### src/rtl/wb_ctrl_if.sv
// Writeback controller bundle: issue port, single-beat memory read port,
// result-selector outputs and register-file write port.
interface wb_ctrl_if #(
    parameter int RW = 4
);
    logic          in_valid;
    logic          in_ready;
    logic [7:0]    in_opc;
    logic [1:0]    in_flg;
    logic [63:0]   in_c;
    logic [63:0]   in_addr;
    logic [RW-1:0] in_rd;

    logic          mem_req;
    logic [63:0]   mem_addr;
    logic          mem_ack;
    logic [63:0]   mem_rdata;

    logic [7:0]    sel_opc;
    logic [1:0]    sel_flg;
    logic [63:0]   sel_c;
    logic [63:0]   sel_d;

    logic          rf_we;
    logic [RW-1:0] rf_waddr;
    logic          err;

    // Controller side.
    modport master (
        input  in_valid, in_opc, in_flg, in_c, in_addr, in_rd,
        input  mem_ack, mem_rdata,
        output in_ready, mem_req, mem_addr,
        output sel_opc, sel_flg, sel_c, sel_d,
        output rf_we, rf_waddr, err
    );

    // Environment side: issue stage, memory and register file.
    modport slave (
        output in_valid, in_opc, in_flg, in_c, in_addr, in_rd,
        output mem_ack, mem_rdata,
        input  in_ready, mem_req, mem_addr,
        input  sel_opc, sel_flg, sel_c, sel_d,
        input  rf_we, rf_waddr, err
    );
endinterface

### src/rtl/wb_ctrl.sv
// Writeback controller: IDLE -> (RD) -> WB sequencer for the selector and register-file write port.
// Optional memory-ack timeout with sticky err is enabled by defining WBCTL_TIMEOUT_EN.
module wb_ctrl #(
    parameter int RW  = 4,
    parameter int TMO = 255
) (
    input  logic     clk,
    input  logic     rst_n,
    wb_ctrl_if.master bus
);
    // Memory-sourced move opcodes, encoding shared with inst.v.
    localparam logic [7:0] OPC_MOVRA4 = 8'h2c;
    localparam logic [7:0] OPC_MOVRA1 = 8'h2d;

    typedef enum logic [1:0] {
        IDLE = 2'd0,
        RD   = 2'd1,
        WB   = 2'd2
    } state_t;

    state_t        state;
    state_t        state_nxt;
    logic          accept;
    logic          is_load;
    logic          ack_rd;
    logic          tmo_hit;

    logic [7:0]    opc_p0;
    logic [1:0]    flg_p0;
    logic [63:0]   c_p0;
    logic [63:0]   addr_p0;
    logic [63:0]   d_p0;
    logic [RW-1:0] rd_p0;

    assign accept  = bus.in_valid && (state == IDLE);
    assign is_load = !bus.in_opc[7] &&
                     ((bus.in_opc == OPC_MOVRA4) || (bus.in_opc == OPC_MOVRA1));
    assign ack_rd  = (state == RD) && bus.mem_ack;

    always_ff @(posedge clk or negedge rst_n) begin
        if (!rst_n) begin
            state <= IDLE;
        end else begin
            state <= state_nxt;
        end
    end

    always_comb begin
        state_nxt = state;
        case (state)
            IDLE: begin
                if (accept) begin
                    state_nxt = is_load ? RD : WB;
                end
            end
            RD: begin
                // An ack arriving on the timeout cycle still completes the load.
                if (bus.mem_ack) begin
                    state_nxt = WB;
                end else if (tmo_hit) begin
                    state_nxt = IDLE;
                end
            end
            WB:      state_nxt = IDLE;
            default: state_nxt = IDLE;
        endcase
    end

`ifdef WBCTL_TIMEOUT_EN
    localparam int CW = ($clog2(TMO + 1) > 8) ? $clog2(TMO + 1) : 8;

    logic [CW-1:0] tmo_cnt;
    logic          err_q;

    assign tmo_hit = (tmo_cnt == CW'(TMO - 1));

    always_ff @(posedge clk or negedge rst_n) begin
        if (!rst_n) begin
            tmo_cnt <= '0;
            err_q   <= 1'b0;
        end else begin
            if (accept) begin
                tmo_cnt <= '0;
            end else if ((state == RD) && !bus.mem_ack) begin
                tmo_cnt <= tmo_cnt + 1'b1;
            end
            if ((state == RD) && !bus.mem_ack && tmo_hit) begin
                err_q <= 1'b1;
            end
        end
    end

    assign bus.err = err_q;
`else
    logic unused_tmo;

    assign unused_tmo = ^TMO;
    assign tmo_hit    = 1'b0;
    assign bus.err    = 1'b0;
`endif

    // Stage p0: holding registers captured on accept, sel_d overwritten by load data.
    always_ff @(posedge clk or negedge rst_n) begin
        if (!rst_n) begin
            opc_p0  <= '0;
            flg_p0  <= '0;
            c_p0    <= '0;
            addr_p0 <= '0;
            d_p0    <= '0;
            rd_p0   <= '0;
        end else if (accept) begin
            opc_p0  <= bus.in_opc;
            flg_p0  <= bus.in_flg;
            c_p0    <= bus.in_c;
            addr_p0 <= bus.in_addr;
            d_p0    <= bus.in_c;
            rd_p0   <= bus.in_rd;
        end else if (ack_rd) begin
            d_p0    <= bus.mem_rdata;
        end
    end

    assign bus.in_ready = (state == IDLE);
    assign bus.mem_req  = (state == RD);
    assign bus.rf_we    = (state == WB);
    assign bus.mem_addr = addr_p0;
    assign bus.sel_opc  = opc_p0;
    assign bus.sel_flg  = flg_p0;
    assign bus.sel_c    = c_p0;
    assign bus.sel_d    = d_p0;
    assign bus.rf_waddr = rd_p0;
endmodule

### src/flat_wrapper.sv
// flat-port wrapper written by rule: the top's interface ports become plain ports
module wb_ctrl_flat 
#(
    parameter int RW  = 4,
    parameter int TMO = 255
)
  (clk, rst_n, bus_in_valid, bus_in_opc, bus_in_flg, bus_in_c, bus_in_addr, bus_in_rd, bus_mem_ack, bus_mem_rdata, bus_in_ready, bus_mem_req, bus_mem_addr, bus_sel_opc, bus_sel_flg, bus_sel_c, bus_sel_d, bus_rf_we, bus_rf_waddr, bus_err);
  wb_ctrl_if #(.RW(RW)) bus_i ();
  input  logic clk;
  input  logic rst_n;
  input wire logic [$bits(bus_i.in_valid)-1:0] bus_in_valid;
  input wire logic [$bits(bus_i.in_opc)-1:0] bus_in_opc;
  input wire logic [$bits(bus_i.in_flg)-1:0] bus_in_flg;
  input wire logic [$bits(bus_i.in_c)-1:0] bus_in_c;
  input wire logic [$bits(bus_i.in_addr)-1:0] bus_in_addr;
  input wire logic [$bits(bus_i.in_rd)-1:0] bus_in_rd;
  input wire logic [$bits(bus_i.mem_ack)-1:0] bus_mem_ack;
  input wire logic [$bits(bus_i.mem_rdata)-1:0] bus_mem_rdata;
  output wire logic [$bits(bus_i.in_ready)-1:0] bus_in_ready;
  output wire logic [$bits(bus_i.mem_req)-1:0] bus_mem_req;
  output wire logic [$bits(bus_i.mem_addr)-1:0] bus_mem_addr;
  output wire logic [$bits(bus_i.sel_opc)-1:0] bus_sel_opc;
  output wire logic [$bits(bus_i.sel_flg)-1:0] bus_sel_flg;
  output wire logic [$bits(bus_i.sel_c)-1:0] bus_sel_c;
  output wire logic [$bits(bus_i.sel_d)-1:0] bus_sel_d;
  output wire logic [$bits(bus_i.rf_we)-1:0] bus_rf_we;
  output wire logic [$bits(bus_i.rf_waddr)-1:0] bus_rf_waddr;
  output wire logic [$bits(bus_i.err)-1:0] bus_err;
  assign bus_i.in_valid = bus_in_valid;
  assign bus_i.in_opc = bus_in_opc;
  assign bus_i.in_flg = bus_in_flg;
  assign bus_i.in_c = bus_in_c;
  assign bus_i.in_addr = bus_in_addr;
  assign bus_i.in_rd = bus_in_rd;
  assign bus_i.mem_ack = bus_mem_ack;
  assign bus_i.mem_rdata = bus_mem_rdata;
  assign bus_in_ready = bus_i.in_ready;
  assign bus_mem_req = bus_i.mem_req;
  assign bus_mem_addr = bus_i.mem_addr;
  assign bus_sel_opc = bus_i.sel_opc;
  assign bus_sel_flg = bus_i.sel_flg;
  assign bus_sel_c = bus_i.sel_c;
  assign bus_sel_d = bus_i.sel_d;
  assign bus_rf_we = bus_i.rf_we;
  assign bus_rf_waddr = bus_i.rf_waddr;
  assign bus_err = bus_i.err;
  wb_ctrl #(.RW(RW), .TMO(TMO)) u_core (.clk(clk), .rst_n(rst_n), .bus(bus_i));
endmodule
### config.mk
export PLATFORM = sky130hd
export DESIGN_NAME = wb_ctrl_flat
export DESIGN_NICKNAME = d
export VERILOG_FILES = /design/src/rtl/wb_ctrl_if.sv /design/src/rtl/wb_ctrl.sv /design/src/flat_wrapper.sv
export SDC_FILE = /design/constraint.sdc
export NUM_CORES = 1
export LEC_CHECK = 0
export CELL_PAD_IN_SITES_DETAIL_PLACEMENT = 0
export CELL_PAD_IN_SITES_GLOBAL_PLACEMENT = 1
export CORE_UTILIZATION = 29
export DETAILED_ROUTE_END_ITERATION = 8
export HOLD_SLACK_MARGIN = 0.15
export PLACE_DENSITY_LB_ADDON = 0.1
export SLEW_MARGIN = 40
export SYNTH_ARGS = -nofsm -noshare
export SYNTH_HDL_FRONTEND = slang
export SYNTH_SLANG_ARGS = --single-unit
### constraint.sdc
create_clock -name clk -period 1.7 [get_ports clk]
set_input_delay 0.51 -clock clk [delete_from_list [all_inputs] [get_ports clk]]
set_output_delay 0.51 -clock clk [all_outputs]
set_load 0.02 [all_outputs]
==> reports/qor.csv, run 1 <==
metric,value,unit
status,finished with violations,
violations,negative setup slack,
ys_warn_count,0,
synthMuxAreaShare,0.225,
crit_required,1.19,ns
fin_util,0.494,
synth_seq_cells,208,
antenna_found_initial,1,
synthTopCellsByCount,"208 x dfrtp_1, 79 x mux2_4, 65 x o21a_1",
cts_tree,done,
p_comb_frac,0.266,
syn_nets,740,
grt_first_pass_wirelength,43600,um
cts.sinks,208,
clock_latency,0.51,ns
critical_path_class,reg2out,
overflow,0,
num_rows,62,
area_growth,67.2,%
io_pins,420,
p_seq_frac,0.380,
gp_congestion,0.762,
cts_root_buf,clkbuf_16,
register_area,5200,sq um
setup_violations,205,
ant_nets,0,
postSynthAreaPerCell,16.0,sq um
cts_htree_levels,1,
fin_hold_ws,0.447,ns
fillers,2630,
async_reset_ff_frac,1.00,
synth-compound-area-share,0.125,
dr.pass1.iters,4,
multi_input_area,3040,sq um
final_layout_size_suffix_gt1_frac,0.447,
synth.distinct_cells,20,
power_density,1130,nW/um^2
netlist_top_cells_area,"dfrtp_1 61%, mux2_4 14%, mux2_2 8.4%",
drc,0,
dpl.hpwl,19200,um
synth_top_family_by_area,multiplexers,
syn_inst,530,
switching_power,0.00455,W
synthAdderAreaFrac,0,
clkTransAtPathRegs,0.05,ns
grtUsageTotal,0.190,
grt_max_degree,49,
synth_most_common_cell,dfrtp_1,
drt_iter0_markers,152,
die_w,173,um
first_global_vias,6796,
drt-vias-per-instance,4.52,
via_count,6329,
total_leakage_power,6.28,nW
holdCritPathClass,in2async,
critPathCaptureType,output pin,
p_int,0.0114,W
core,28700,sq um
period_minus_slack,1.89,ns
initial_core_util,0.295,
setup_slack,-0.191,ns
syn_area,8480,sq um
fin_nets,1208,
crit_fanout,3,
io_buffers,418,
yosys.area.top_type_share,0.614,
cp-start-kind,flop,
hold_viol,0,
critPathLaunch,u_core.state[1],
synth_top_area_cell,dfrtp_1,
ys_seq_area_frac,0.614,
synth_flop_cell,dfrtp_1,
wl_per_cell,21.4,um
reg2reg_from,u_core.state[0],
cap_viol_max_count,0,
power,0.0160,W
netSwitchingFraction,0.285,
cts-buffers-inserted,26,
dieHeight,173,um
synth_edf_count,0,
period_share,1.11,
finalMaxSlewViolations,0,
cts_buffer_depth,3,
finalSetupTns,-20.30,ns
routed_wl,30000,um
fmax,0.529,GHz
cp.arrival,1.38,ns
synth_xor_xnor_area_share,0,
dieArea,29900,sq um
p_clk_frac,0.354,
skew,0.0105,ns
synth_simple_gate_area_share,0.00634,
rsz0062_at_grt,true,
vdd_drop_max,552,uV
power by group through the flow:
| stage | Combinational, W | Sequential (W) | Clock, W |
|---|---|---|---|
| 2_1_floorplan | 0.00115 | 0.00705 | 0 |
| 3_3_place_gp | 0.00449 | 0.00615 | 0 |
| 3_5_place_dp | 0.00450 | 0.00616 | 0 |
| 4_1_cts | 0.00439 | 0.00607 | 0.00587 |
| 5_1_grt | 0.00448 | 0.00616 | 0.00604 |
| 6_report | 0.00425 | 0.00606 | 0.00566 |
registers in the layout (all words and copies together), names as in the netlist:
name	flops
u_core.bus.sel_opc	8
u_core.state	2
u_core.bus.rf_waddr	4
u_core.bus.sel_flg	2
u_core.bus.mem_addr	64
u_core.bus.sel_c	64
u_core.bus.sel_d	64
cell usage in the layout, fill, tap and decap left out, types with 11 or more instances in the layout:
| master | count |
|---|---|
| buf_2 | 163 |
| dfrtp_1 | 208 |
| mux2_2 | 62 |
| o21a_1 | 65 |
| clkbuf_16 | 38 |
| buf_12 | 11 |
| clkdlybuf4s50_1 | 208 |
| buf_16 | 15 |
| buf_4 | 14 |
| o22a_1 | 64 |
| mux2_4 | 80 |
| clkdlybuf4s15_2 | 43 |
repair_timing:
| action | CTS | global route |
|---|---|---|
| pin swaps | 2 | 3 |
| endpoints found under the setup margin | 368 | 294 |
| setup buffers | 8 | 6 |
| gates resized for setup | 755 | 103 |
| gates cloned | 14 | 13 |
| endpoints found under the hold margin | 21 | 0 |
| hold buffers | 1 | 0 |
kinds of logic after synthesis:
group	Yosys count
DFF	208
muxes	143
AOI/OAI and AO/OA	130
buffers and inverters	39
and+or+nand+nor	9
other	1
final timing paths:
kind | cells past startpoint | endpoint | slack [ns]
max reg2reg | 7 | u_core.bus.sel_d[62] | -0.19
min | 2 | u_core.bus.sel_d[38] | 0.45
min reg2reg | 1 | u_core.bus.sel_d[58] | 0.48
max | 4 | bus_rf_we | -0.19
max in group asynchronous | 3 | u_core.bus.sel_d[51] | 0.65
min in group clk | 1 | u_core.bus.sel_d[58] | 0.48
worst max-delay path, stage by stage, from the launching register on:
cell     delay [ns]
dfrtp_1        0.39
buf_6          0.13
buf_6          0.11
nor2b_4        0.12
buf_6          0.12
stage by stage:
stage               setup slack [ns]  std cells  cell area [sq um]
global route                  -0.255       1400              14200
CTS                           -0.210       1385              14400
floorplan                    0.00292        530               8480
detailed placement            -0.500       1317              13200
finish                        -0.191       1400              14200
global placement              -0.487       1317              13200
layer usage:
layer,vias to the layer above,wire length (um),global-route usage
met5,-,0,0
met2,275,14700,0.325
met4,0,453,0.0383
li1,2894,-,-
met1,3127,12300,0.230
met3,33,2610,0.0699
area by class of cell:
type,count,area share
tap,384,0.0339
sequential,208,0.367
clock buffer,38,0.0541
clock inverter,7,0.00803
timing repair buffer,478,0.322
inverter,1,0.000265
multi-input combinational,283,0.215
antenna,1,0.000176
Power figures use the tool's default switching activity.
==> inputs of run 2 (changes only) <==
--- a/config.mk
+++ b/config.mk
@@ -5,6 +5,7 @@
 export SDC_FILE = /design/constraint.sdc
 export NUM_CORES = 1
 export LEC_CHECK = 0
+export ABC_CLOCK_PERIOD_IN_PS = 1700
 export CELL_PAD_IN_SITES_DETAIL_PLACEMENT = 0
 export CELL_PAD_IN_SITES_GLOBAL_PLACEMENT = 1
 export CORE_UTILIZATION = 29
==> results of run 2 <==
Final layout, timing and power as in run 1 (identical DEF).
==> inputs of run 3 (changes only) <==
--- a/config.mk
+++ b/config.mk
@@ -5,13 +5,13 @@
 export SDC_FILE = /design/constraint.sdc
 export NUM_CORES = 1
 export LEC_CHECK = 0
-export ABC_CLOCK_PERIOD_IN_PS = 1700
+export ABC_CLOCK_PERIOD_IN_PS = 1600
 export CELL_PAD_IN_SITES_DETAIL_PLACEMENT = 0
 export CELL_PAD_IN_SITES_GLOBAL_PLACEMENT = 1
 export CORE_UTILIZATION = 29
 export DETAILED_ROUTE_END_ITERATION = 8
 export HOLD_SLACK_MARGIN = 0.15
-export PLACE_DENSITY_LB_ADDON = 0.1
+export PLACE_DENSITY = 0.78
 export SLEW_MARGIN = 40
 export SYNTH_ARGS = -nofsm -noshare
 export SYNTH_HDL_FRONTEND = slang
==> constraint.sdc (replaced) <==
create_clock -name clk -period 1.6 [get_ports clk]
set_input_delay 0.48 -clock clk [delete_from_list [all_inputs] [get_ports clk]]
set_output_delay 0.48 -clock clk [all_outputs]
set_load 0.02 [all_outputs]
==> run 3 against run 2 <==
- the run still ends with negative setup slack left
- global-route usage decreased by 2.1 points
- sequential power up 6.3%
- worst setup slack improved by 0.026 ns
- critical path depth stayed put
- core utilization is 1.9 points lower
- worst hold slack better by 0.036 ns
- first-iteration DRC count increased by 31%
- power increased by 3.0%
- combinational power grew 1%
- flip-flop and latch count unchanged
- via count up 2.4%
- critical path type is now reg2reg
- critical endpoint is now u_core.bus.mem_addr[5]
- largest power group unchanged
==> reports/qor.csv, run 3 (synthesis results as in run 1) <==
metric,value,unit
clkTransAtPathRegs,0.06,ns
io_buffers,418,
via_count,6479,
io_pins,420,
cts_buffer_depth,3,
grt_first_pass_wirelength,39900,um
critPathCaptureType,flop,
period_share,1.10,
holdCritPathClass,reg2reg,
worstPathCellList,"buf_6, or3b_4, clkbuf_16, mux2_4",
critPathLaunch,u_core.state[1],
dieArea,29900,sq um
cap_viol_max_count,0,
r2r_end,u_core.bus.mem_addr[5],
cts_htree_levels,1,
overflow,0,
vdd_drop_max,785,uV
fmax,0.566,GHz
final_common_cell,clkdlybuf4s50_1,
reg2reg_from,u_core.state[1],
critical_path_class,reg2reg,
cp.arrival,2.15,ns
cts_root_buf,clkbuf_16,
setup_violations,210,
setup_slack,-0.165,ns
reg2reg_slack,-0.17,ns
total_leakage_power,6.11,nW
violations,negative setup slack,
fin_nets,1205,
die_w,173,um
power_density,1210,nW/um^2
crit_fanout,8,
grtUsageTotal,0.169,
first_global_vias,6709,
period_minus_slack,1.77,ns
fin_area,13600,sq um
hold_end,u_core.bus.sel_d[31],
cp-start-kind,flop,
most-common-layout-cells,"207 x clkdlybuf4s50_1, 206 x dfrtp_1, 203 x buf_2, 79 x mux2_4, 65 x o21a_1",
final_layout_size_suffix_gt1_frac,0.446,
fin_hold_ws,0.483,ns
cts.sinks,208,
dpl.hpwl,18700,um
path_buf_inv,2,
place_ws,-0.580,ns
gp_congestion,0.762,
core,28700,sq um
worstRegToRegCells,4,
finalMaxSlewViolations,0,
cts-buffers-inserted,24,
antenna_found_initial,1,
crit_slowest_cell,or3b_4,
area_growth,60.9,%
dieHeight,173,um
cts_tree,done,
grt_max_degree,86,
status,finished with violations,
initial_core_util,0.295,
placed_cell_area,13200,sq um
max_stage_delay,0.51,ns
skew,0.00847,ns
num_rows,62,
wl_per_cell,21.2,um
routed_wl,29500,um
ant_nets,0,
drt_iter0_markers,199,
rsz0062_at_grt,true,
path_delay_family,simple AND/OR/NAND/NOR gates,
hp-start,u_core.bus.sel_d[31],
drc,0,
hold_viol,0,
clock_latency,0.51,ns
dr.pass1.iters,4,
crit_required,1.99,ns
drt-vias-per-instance,4.64,
hold_depth,1,
run 3: changes by cell type in the layout (fill, tap and decap cells not counted), moves of 2 or more:
cell,previous run,this run
clkdlybuf4s15_2,43,0
dfrtp_1,208,206
buf_8,5,1
buf_12,11,17
buf_16,15,2
buf_2,163,203
clkbuf_16,38,35
or3b_4,1,5
buf_4,14,19
buf_6,6,11
dfrtp_2,0,2
run 3: repair_timing:
action / in CTS / in global routing
endpoints found under the setup margin: 413 / 214
hold buffers: 1 / 0
gates cloned: 0 / 27
endpoints found under the hold margin: 34 / 0
setup buffers: 2 / 4
gates resized for setup: 845 / 32
pin swaps: 1 / 6
run 3: metal layers:
metal | part of all wire | GRT usage | routed length (um)
met1 | 0.41 | 0.202 | 12200
met3 | 0.071 | 0.0545 | 2110
met4 | 0.025 | 0.0564 | 747
met2 | 0.49 | 0.287 | 14400
met5 | 0 | 0 | 0
run 3: metrics by stage:
| stage | TNS [ns] | util | std cells | power, W |
|---|---|---|---|---|
| final | -23.75 | 0.475 | 1395 | 0.0164 |
| after floorplan | -5.84 | - | 530 | 0.00874 |
| after global routing | -33.31 | 0.475 | 1395 | 0.0171 |
| after global placement | -109.64 | 0.461 | 1319 | 0.0113 |
| after CTS | -36.89 | 0.455 | 1363 | 0.0164 |
| after detailed placement | -113.41 | 0.461 | 1319 | 0.0114 |
run 3: final cells by class:
cell class / count / area [sq um]
flip-flops and latches: 208 / 5210
inverters: 1 / 3.75
clock buffers: 36 / 717
fillers: 2637 / 15100
diodes: 1 / 2.50
well taps: 384 / 480
multi-input cells: 287 / 3080
clock inverters: 5 / 100
repair buffers: 473 / 4050
run 3: how the worst max path moves through the flow:
stage                                         to  slack, ns  depth (start not counted)
after detailed placement    u_core.bus.sel_d[38]      -0.58                          5
after global placement      u_core.bus.sel_d[39]      -0.56                          5
final                     u_core.bus.mem_addr[5]      -0.17                          4
after CTS                   u_core.bus.sel_d[59]      -0.21                          5
after floorplan           u_core.bus.mem_addr[0]      -0.06                          5
after global routing        u_core.bus.sel_d[58]      -0.21                          5
run 3: power by group:
group	internal (W)	switching, W	leakage [nW]
combinational	0.00212	0.00219	3.32
clock	0.00355	0.00214	0.401
sequential	0.00604	0.000398	2.39
total	0.0117	0.00473	6.11
